--- src/rtl/fb_scanout_reader.sv ---
// ----------------------------------------------------------------------------
// fb_scanout_reader
//   Read side of the pixel framebuffer. Walks the framebuffer in raster order
//   (addr = {y, x}) and streams pixels to a display sink over valid/ready.
//   Start-of-frame and end-of-line markers travel with each pixel.
//
//   Ports
//     clk, reset      rising-edge clock, asynchronous active-low reset
//     enable          level; frames are scanned while high
//     fb_rd_en/addr   read strobe and address to the framebuffer
//     fb_rd_data      read data, valid exactly one cycle after fb_rd_en
//     pix_valid/ready pixel handshake; pix_data/pix_sof/pix_eol from FIFO head
//     frame_done      one-cycle pulse after the last pixel of a frame is taken
//     busy            high while scanning or draining a frame
//     frame_sum       (SCANOUT_CHECKSUM_EN only) mod-2**PIX_W sum of the
//                     pixels of the last completed frame
//
//   Optional feature macro: SCANOUT_CHECKSUM_EN
// ----------------------------------------------------------------------------
module fb_scanout_reader #(
    parameter int FB_W   = 16,
    parameter int FB_H   = 16,
    parameter int PIX_W  = 8,
    parameter int ADDR_W = 8
) (
    input  logic              clk,
    input  logic              reset,
    input  logic              enable,
    output logic              fb_rd_en,
    output logic [ADDR_W-1:0] fb_rd_addr,
    input  logic [PIX_W-1:0]  fb_rd_data,
    output logic              pix_valid,
    input  logic              pix_ready,
    output logic [PIX_W-1:0]  pix_data,
    output logic              pix_sof,
    output logic              pix_eol,
    output logic              frame_done,
`ifdef SCANOUT_CHECKSUM_EN
    output logic [PIX_W-1:0]  frame_sum,
`endif
    output logic              busy
);

    localparam int XW    = $clog2(FB_W);
    localparam int YW    = $clog2(FB_H);
    localparam int ENT_W = PIX_W + 2;   // {data, sof, eol}

    typedef enum logic [1:0] {
        S_IDLE  = 2'd0,
        S_SCAN  = 2'd1,
        S_DRAIN = 2'd2
    } state_t;

    state_t                    state_q, state_d;
    logic [XW-1:0]             x_q, x_d;
    logic [YW-1:0]             y_q, y_d;
    logic                      inflight_q, inflight_d;
    logic [1:0]                meta_q, meta_d;       // {sof, eol} of the read in flight
    logic [1:0][ENT_W-1:0]     mem_q, mem_d;
    logic                      wr_ptr_q, wr_ptr_d;
    logic                      rd_ptr_q, rd_ptr_d;
    logic [1:0]                count_q, count_d;
    logic                      frame_done_q, frame_done_d;
    logic                      busy_q, busy_d;

    logic                      x_last, y_last;
    logic [2:0]                occ;
    logic                      issue, push, pop, last_pop;
    logic [ENT_W-1:0]          head;

    assign x_last = (x_q == XW'(FB_W - 1));
    assign y_last = (y_q == YW'(FB_H - 1));

    // Occupancy = entries held + the read whose data lands next cycle.
    // Keeping this below 2 means every returned word has a free slot.
    assign occ   = {1'b0, count_q} + {2'b00, inflight_q};
    assign issue = (state_q == S_SCAN) && (occ < 3'd2);
    assign push  = inflight_q;
    assign head  = mem_q[rd_ptr_q];
    assign pop   = pix_valid && pix_ready;

    // In DRAIN no new reads go out, so taking the sole remaining entry with
    // nothing in flight means the frame's last pixel has just been accepted.
    assign last_pop = (state_q == S_DRAIN) && pop && (count_q == 2'd1) && !inflight_q;

    assign fb_rd_en   = issue;
    assign fb_rd_addr = ADDR_W'({y_q, x_q});
    assign pix_valid  = (count_q != 2'd0);
    assign pix_data   = head[ENT_W-1:2];
    assign pix_sof    = head[1];
    assign pix_eol    = head[0];
    assign frame_done = frame_done_q;
    assign busy       = busy_q;

    // Scan FSM and raster counters
    always_comb begin
        state_d      = state_q;
        x_d          = x_q;
        y_d          = y_q;
        frame_done_d = 1'b0;
        case (state_q)
            S_IDLE: begin
                x_d = '0;
                y_d = '0;
                if (enable) state_d = S_SCAN;
            end
            S_SCAN: begin
                if (issue) begin
                    x_d = x_q + 1'b1;               // power-of-2 width wraps to 0
                    if (x_last) y_d = y_q + 1'b1;
                    if (x_last && y_last) state_d = S_DRAIN;
                end
            end
            S_DRAIN: begin
                if (last_pop) begin
                    frame_done_d = 1'b1;
                    state_d      = enable ? S_SCAN : S_IDLE;
                end
            end
            default: state_d = S_IDLE;
        endcase
        busy_d     = (state_d != S_IDLE);
        inflight_d = issue;
        meta_d     = {(x_q == '0) && (y_q == '0), x_last};
    end

    // Two-entry pixel FIFO
    always_comb begin
        mem_d    = mem_q;
        wr_ptr_d = wr_ptr_q;
        rd_ptr_d = rd_ptr_q;
        count_d  = count_q;
        if (push) begin
            mem_d[wr_ptr_q] = {fb_rd_data, meta_q};
            wr_ptr_d        = ~wr_ptr_q;
        end
        if (pop) rd_ptr_d = ~rd_ptr_q;
        case ({push, pop})
            2'b10:   count_d = count_q + 2'd1;
            2'b01:   count_d = count_q - 2'd1;
            default: count_d = count_q;
        endcase
    end

    always_ff @(posedge clk or negedge reset) begin
        if (!reset) begin
            state_q      <= S_IDLE;
            x_q          <= '0;
            y_q          <= '0;
            inflight_q   <= 1'b0;
            meta_q       <= '0;
            mem_q        <= '0;
            wr_ptr_q     <= 1'b0;
            rd_ptr_q     <= 1'b0;
            count_q      <= '0;
            frame_done_q <= 1'b0;
            busy_q       <= 1'b0;
        end else begin
            state_q      <= state_d;
            x_q          <= x_d;
            y_q          <= y_d;
            inflight_q   <= inflight_d;
            meta_q       <= meta_d;
            mem_q        <= mem_d;
            wr_ptr_q     <= wr_ptr_d;
            rd_ptr_q     <= rd_ptr_d;
            count_q      <= count_d;
            frame_done_q <= frame_done_d;
            busy_q       <= busy_d;
        end
    end

`ifdef SCANOUT_CHECKSUM_EN
    logic [PIX_W-1:0] sum_q, sum_d;
    logic [PIX_W-1:0] frame_sum_q, frame_sum_d;

    // The final pixel is folded in on the same cycle it is accepted, so
    // frame_sum lands together with frame_done and the accumulator restarts.
    always_comb begin
        sum_d       = sum_q;
        frame_sum_d = frame_sum_q;
        if (pop) begin
            sum_d = sum_q + pix_data;
            if (last_pop) begin
                frame_sum_d = sum_q + pix_data;
                sum_d       = '0;
            end
        end
    end

    always_ff @(posedge clk or negedge reset) begin
        if (!reset) begin
            sum_q       <= '0;
            frame_sum_q <= '0;
        end else begin
            sum_q       <= sum_d;
            frame_sum_q <= frame_sum_d;
        end
    end

    assign frame_sum = frame_sum_q;
`endif

endmodule

--- config.mk ---
export PLATFORM = sky130hd
export DESIGN_NAME = fb_scanout_reader
export DESIGN_NICKNAME = d
export VERILOG_FILES = /design/src/rtl/fb_scanout_reader.sv
export SDC_FILE = /design/constraint.sdc
export NUM_CORES = 1
export LEC_CHECK = 0
export CAP_MARGIN = 20
export CELL_PAD_IN_SITES_DETAIL_PLACEMENT = 1
export CELL_PAD_IN_SITES_GLOBAL_PLACEMENT = 2
export CORE_AREA = 2 2 103 55
export CTS_CLUSTER_DIAMETER = 200
export DETAILED_ROUTE_END_ITERATION = 10
export DIE_AREA = 0 0 105 57
export PLACE_DENSITY_LB_ADDON = 0.1
export SLEW_MARGIN = 0
export SYNTH_ARGS = -nofsm -noshare
export SYNTH_HDL_FRONTEND = slang
export SYNTH_SLANG_ARGS = --single-unit
--- constraint.sdc ---
create_clock -name clk -period 3.79 [get_ports clk]
set_clock_uncertainty 0.15 [all_clocks]
set_input_delay 0.758 -clock clk [delete_from_list [all_inputs] [get_ports clk]]
set_output_delay 0.758 -clock clk [all_outputs]
set_load 0.03 [all_outputs]
==> reports/results.ini, run 1 <==
[setup_path]
reg2reg_from = count_q[0]
critPathCaptureType = output port
slowest_delay_ns = 0.70
worstPathArrival_ns = 2.06
crit_type = reg -> out
reg2reg_depth = 6
worstPathCellList = nand2b_1, nor2_1, clkdlybuf4s50_1
worst_ep_required_time_ns = 2.88
startpoint_type = flip-flop
reg2reg_slack_ns = 1.95
path_delay_family = buffers and inverters
crit_buf_inv = 1
slowest_stage = clkdlybuf4s50_1
critPathMaxFanout = 15
r2r_end = busy

[sta]
fin_crit_ns = 2.97
finalSetupViolations = 0
fmax_mhz = 337
worst_pin_slew_ns = 0.875
drv_slew = 0
slew_headroom = 0.417
final_hold_viol_count = 0
period_share = 0.784
rsz0062_at_grt = no
final.setup.tns_ns = 0

[clock_network]
clock_latency_ns = 0.28
clkTransAtPathRegs_ns = 0.07
cts_tree = built
ctsResizeCount = 0
postCtsSetupRepairBufs = 0
ctsHtreeMaxLevel = 2
cts_root_buf = clkbuf_8
cts_buffers = 5
clock-sinks = 39
cts_hold_buf = 0
ctsLongestPathBuffers = 2

[grt]
grt_usage = 0.154
grt_overflow_total = 0
grt_max_degree = 40
antenna_found_initial = 0
grt_pass1_wl_um = 6960
grt_pass1_vias = 1363

[synth]
yosysMostFrequentCell = dfrtp_1
yosysUniqueCellTypes = 35
yosys.area.top_type = dfrtp_1
syn-cell-area_um2 = 1820
synth_area_leaders = dfrtp_1 (54%), mux2_2 (19%), ha_1 (4.8%)
synth_common_cells = dfrtp_1 (39), mux2_2 (30), nand2_1 (9)
synth_top_area_share = 0.536
syn_nets = 166
ys_seq_elements = 39
avgSynthCellArea_um2 = 12.4
synth_edf_count = 0
ys.warnings.count = 0
syn_inst = 147
yosysSeqAreaShare = 0.536
postSynth.asyncResetShare = 1.00
synth-main-ff-cell = dfrtp_1

[floorplan]
num_rows = 19
die_x_um = 105
die_area_um2 = 5990
core-area_um2 = 5180
initial_utilization = 0.351
io_pins = 34
fp.dieH_um = 57

[pwr]
p_leak_uw = 0.000983
pwr_density_cell_nw_per_um2 = 889
vdd_ir_drop_max_uv = 375

[route]
drtIter0Drc = 37
antenna_left = 0
first_pass_iters = 4
wl_um = 4190
drc = 0
drt-vias-per-instance = 4.87
vias = 1257
wl_per_cell_um = 16.2

[placement]
io_buffers = 33
dp_hpwl_um = 3060
routabilityCongestion = 0.746
dpl_cell_area_um2 = 2220

[finish]
syn_to_final_growth_pct = 27.7
regArea_um2 = 976
final_nets = 203
fill_cells = 573
postLayoutCellArea_um2 = 2320
antenna_cells = 0
multi_input_area_um2 = 797
drive_gt1_frac = 0.243

[outcome]
status = finished clean

[job]
maxCapViolCount = 0

[worst_hold_path]
min_path_type = reg -> reg
min_path_cells = 1
worstHoldEndpoint = mem_q[12]
hp-start = mem_q[12]

worst max path at each step:
stage          startpoint  endpoint  slack, ns  depth (start not counted)
2_1_floorplan  count_q[0]  fb_rd_en       1.76                          2
3_3_place_gp   state_q[1]  fb_rd_en       1.21                          3
3_5_place_dp   state_q[1]  fb_rd_en       1.13                          3
4_1_cts        state_q[1]  fb_rd_en       0.81                          3
5_1_grt        state_q[1]  fb_rd_en       0.69                          3
6_report       state_q[1]  fb_rd_en       0.82                          3
where the power goes:
group | internal, uW | switching, uW
logic | 494 | 522
registers | 577 | 164
clock network | 166 | 141
sequential cells by signal, indices dropped and copies added (netlist names), 2 cells and up:
name	cells
count_q	2
x_q	4
y_q	4
meta_q	2
mem_q	20
state_q	2
per-layer routing:
metal / global-route usage / share of wire / vias to the layer above
met3: 0.0469 / 0.032 / 6
met5: 0 / 0 / -
li1: - / - / 597
met1: 0.223 / 0.51 / 630
met4: 0.0495 / 0.011 / 0
met2: 0.222 / 0.45 / 24
final cells by class:
class / instances / area share
Timing Repair Buffer: 33 / 0.140
Clock buffer: 8 / 0.0431
Multi-Input combinational cell: 96 / 0.343
Sequential cell: 39 / 0.420
Tap cell: 73 / 0.0393
Inverter: 9 / 0.0145
logic make-up (layout without fill, tap and decap cells):
group | after synthesis | after routing | synth area share
xor+xnor | 4 | 4 | 0.0193
fa+ha+maj | 7 | 7 | 0.0481
buf+inv | 12 | 50 | 0.0254
simple gates | 36 | 36 | 0.112
compound gates | 18 | 18 | 0.0674
flops | 39 | 39 | 0.536
mux | 31 | 31 | 0.191
through the flow:
step	setup slack (ns)	hold slack (ns)	instances	util	total power (uW)
5_1_grt	0.691	0.376	258	0.448	2210
3_3_place_gp	1.21	0.331	250	0.429	1730
3_5_place_dp	1.13	0.343	250	0.429	1780
6_report	0.819	0.356	258	0.448	2060
4_1_cts	0.810	0.360	258	0.448	2100
2_1_floorplan	1.76	0.312	147	-	1400
placed cells by master, fill, tap and decap left out, types with 3 or more instances in the layout:
| master | count |
|---|---|
| clkbuf_8 | 7 |
| a21oi_1 | 3 |
| nor2_1 | 4 |
| nor3b_1 | 3 |
| o21ai_0 | 5 |
| mux2_2 | 30 |
| nand3_1 | 8 |
| inv_1 | 8 |
| clkdlybuf4s50_1 | 32 |
| dfrtp_1 | 39 |
| ha_1 | 7 |
| nand2_1 | 9 |
Power figures use the tool's default switching activity.
==> run 2, diff against run 1 <==
--- a/config.mk
+++ b/config.mk
@@ -8,10 +8,10 @@
 export CAP_MARGIN = 20
 export CELL_PAD_IN_SITES_DETAIL_PLACEMENT = 1
 export CELL_PAD_IN_SITES_GLOBAL_PLACEMENT = 2
-export CORE_AREA = 2 2 103 55
+export CORE_AREA = 2 2 107 57
 export CTS_CLUSTER_DIAMETER = 200
 export DETAILED_ROUTE_END_ITERATION = 10
-export DIE_AREA = 0 0 105 57
+export DIE_AREA = 0 0 109 59
 export PLACE_DENSITY_LB_ADDON = 0.1
 export SLEW_MARGIN = 0
 export SYNTH_ARGS = -nofsm -noshare
==> constraint.sdc (replaced) <==
create_clock -name clk -period 2.9 [get_ports clk]
set_clock_uncertainty 0.15 [all_clocks]
set_input_delay 0.58 -clock clk [delete_from_list [all_inputs] [get_ports clk]]
set_output_delay 0.58 -clock clk [all_outputs]
set_load 0.03 [all_outputs]
==> reports/results.ini, run 2 (synthesis results as in run 1) <==
[finish]
fill_cells = 586
postLayoutCellArea_um2 = 2370
post-route-util = 0.439
antenna_cells = 0
syn_to_final_growth_pct = 30.3
largest_reg_flops = 20
fin_cells = 260
mostFrequentLayoutCells = dfrtp_1 (39), clkdlybuf4s50_1 (32), mux2_2 (30)
drive_gt1_frac = 0.251
final_nets = 205
largest_registers = mem_q: 20 flops, x_q: 4 flops, y_q: 4 flops
largest-register = mem_q
final_common_cell = dfrtp_1

[clock_network]
ctsLongestPathBuffers = 2
cts_tree = built
clkTransAtPathRegs_ns = 0.08
cts_root_buf = clkbuf_8
cts_buffers = 5
clock-sinks = 39
clock_latency_ns = 0.28
postCtsSetupRepairBufs = 0
ctsHtreeMaxLevel = 2
cts_hold_buf = 0
ctsResizeCount = 0

[setup_path]
critPathCaptureType = output port
worst_ep_required_time_ns = 2.17
reg2reg_from = count_q[0]
worstPathArrival_ns = 1.93
startpoint_type = flip-flop
reg2reg_depth = 6
critPathMaxFanout = 11
slowest_stage = dfrtp_1
worstPathCellList = mux2_2, clkdlybuf4s50_1
crit_type = reg -> out
slowest_delay_ns = 0.65
startpoint = rd_ptr_q

[route]
drtIter0Drc = 9
drt-vias-per-instance = 4.82
wl_um = 3790
antenna_left = 0
drc = 0
wl_per_cell_um = 14.6
first_pass_iters = 4
vias = 1254

[floorplan]
fp.dieH_um = 59
num_rows = 19
core-area_um2 = 5400
initial_utilization = 0.337
io_pins = 34
die_x_um = 109
die_area_um2 = 6430

[grt]
grt_max_degree = 40
grt_overflow_total = 0
grt_pass1_wl_um = 6380
grt_usage = 0.131
grt_pass1_vias = 1313
antenna_found_initial = 0

[sta]
period_share = 0.917
slew_headroom = 0.424
rsz0062_at_grt = no
finalSetupViolations = 0
final.setup.tns_ns = 0
drv_slew = 0
fmax_mhz = 376
final_hold_viol_count = 0
worst_pin_slew_ns = 0.864
fin_crit_ns = 2.66

[job]
maxCapViolCount = 0

[placement]
routabilityCongestion = 0.751
dp.cells = 252
io_buffers = 33
dp_hpwl_um = 2680
dpl_cell_area_um2 = 2240

[outcome]
status = finished clean

[worst_hold_path]
min_path_type = in -> async

[pwr]
power_uw = 2800
pwr_density_cell_nw_per_um2 = 1180
p_leak_uw = 0.00101
vdd_ir_drop_max_uv = 489

[run 2: per-layer routing]
layer  global-route usage  up-vias  wire, um
li1                     -      600         -
met3               0.0374        2       172
met4               0.0220        0        10
met2                0.211       22      1750
met5                    0        -         0
met1                0.181      630      1860
[run 2: report_power, final]
group	internal, uW	switching (uW)
clock	344	195
combinational	646	672
sequential	755	188
total	1740	1060
[run 2: worst paths after layout]
kind / to / slack [ns]
min in group clk: mem_q[3] / 0.36
min: x_q[1] / 0.25
max reg2reg: state_q[1] / 1.09
max: pix_data[2] / 0.24
min reg2reg: mem_q[3] / 0.36
max in group asynchronous: mem_q[5] / 1.80
[run 2: final cells by class]
type	count	area, um^2	area share
flip-flops and latches	39	976	0.412
repair buffers	35	340	0.144
clock buffers	6	72.6	0.0306
multi-input cells	96	797	0.336
well taps	73	91.3	0.0385
inverters	9	33.8	0.0142
clock inverters	2	60.1	0.0253
[run 2: metrics by stage]
step / setup slack, ns / hold slack, ns
global route: 0.152 / 0.334
global placement: 0.545 / 0.331
CTS: 0.197 / 0.291
detailed placement: 0.530 / 0.340
finish: 0.239 / 0.251
floorplan: 1.05 / 0.134
[run 2: worst max-delay path: cells and delay by family, from the launching register on]
kind                   cells  cell delay (ns)
flip-flops                 1             0.65
buffers and inverters      1             0.60
multiplexers               1             0.40
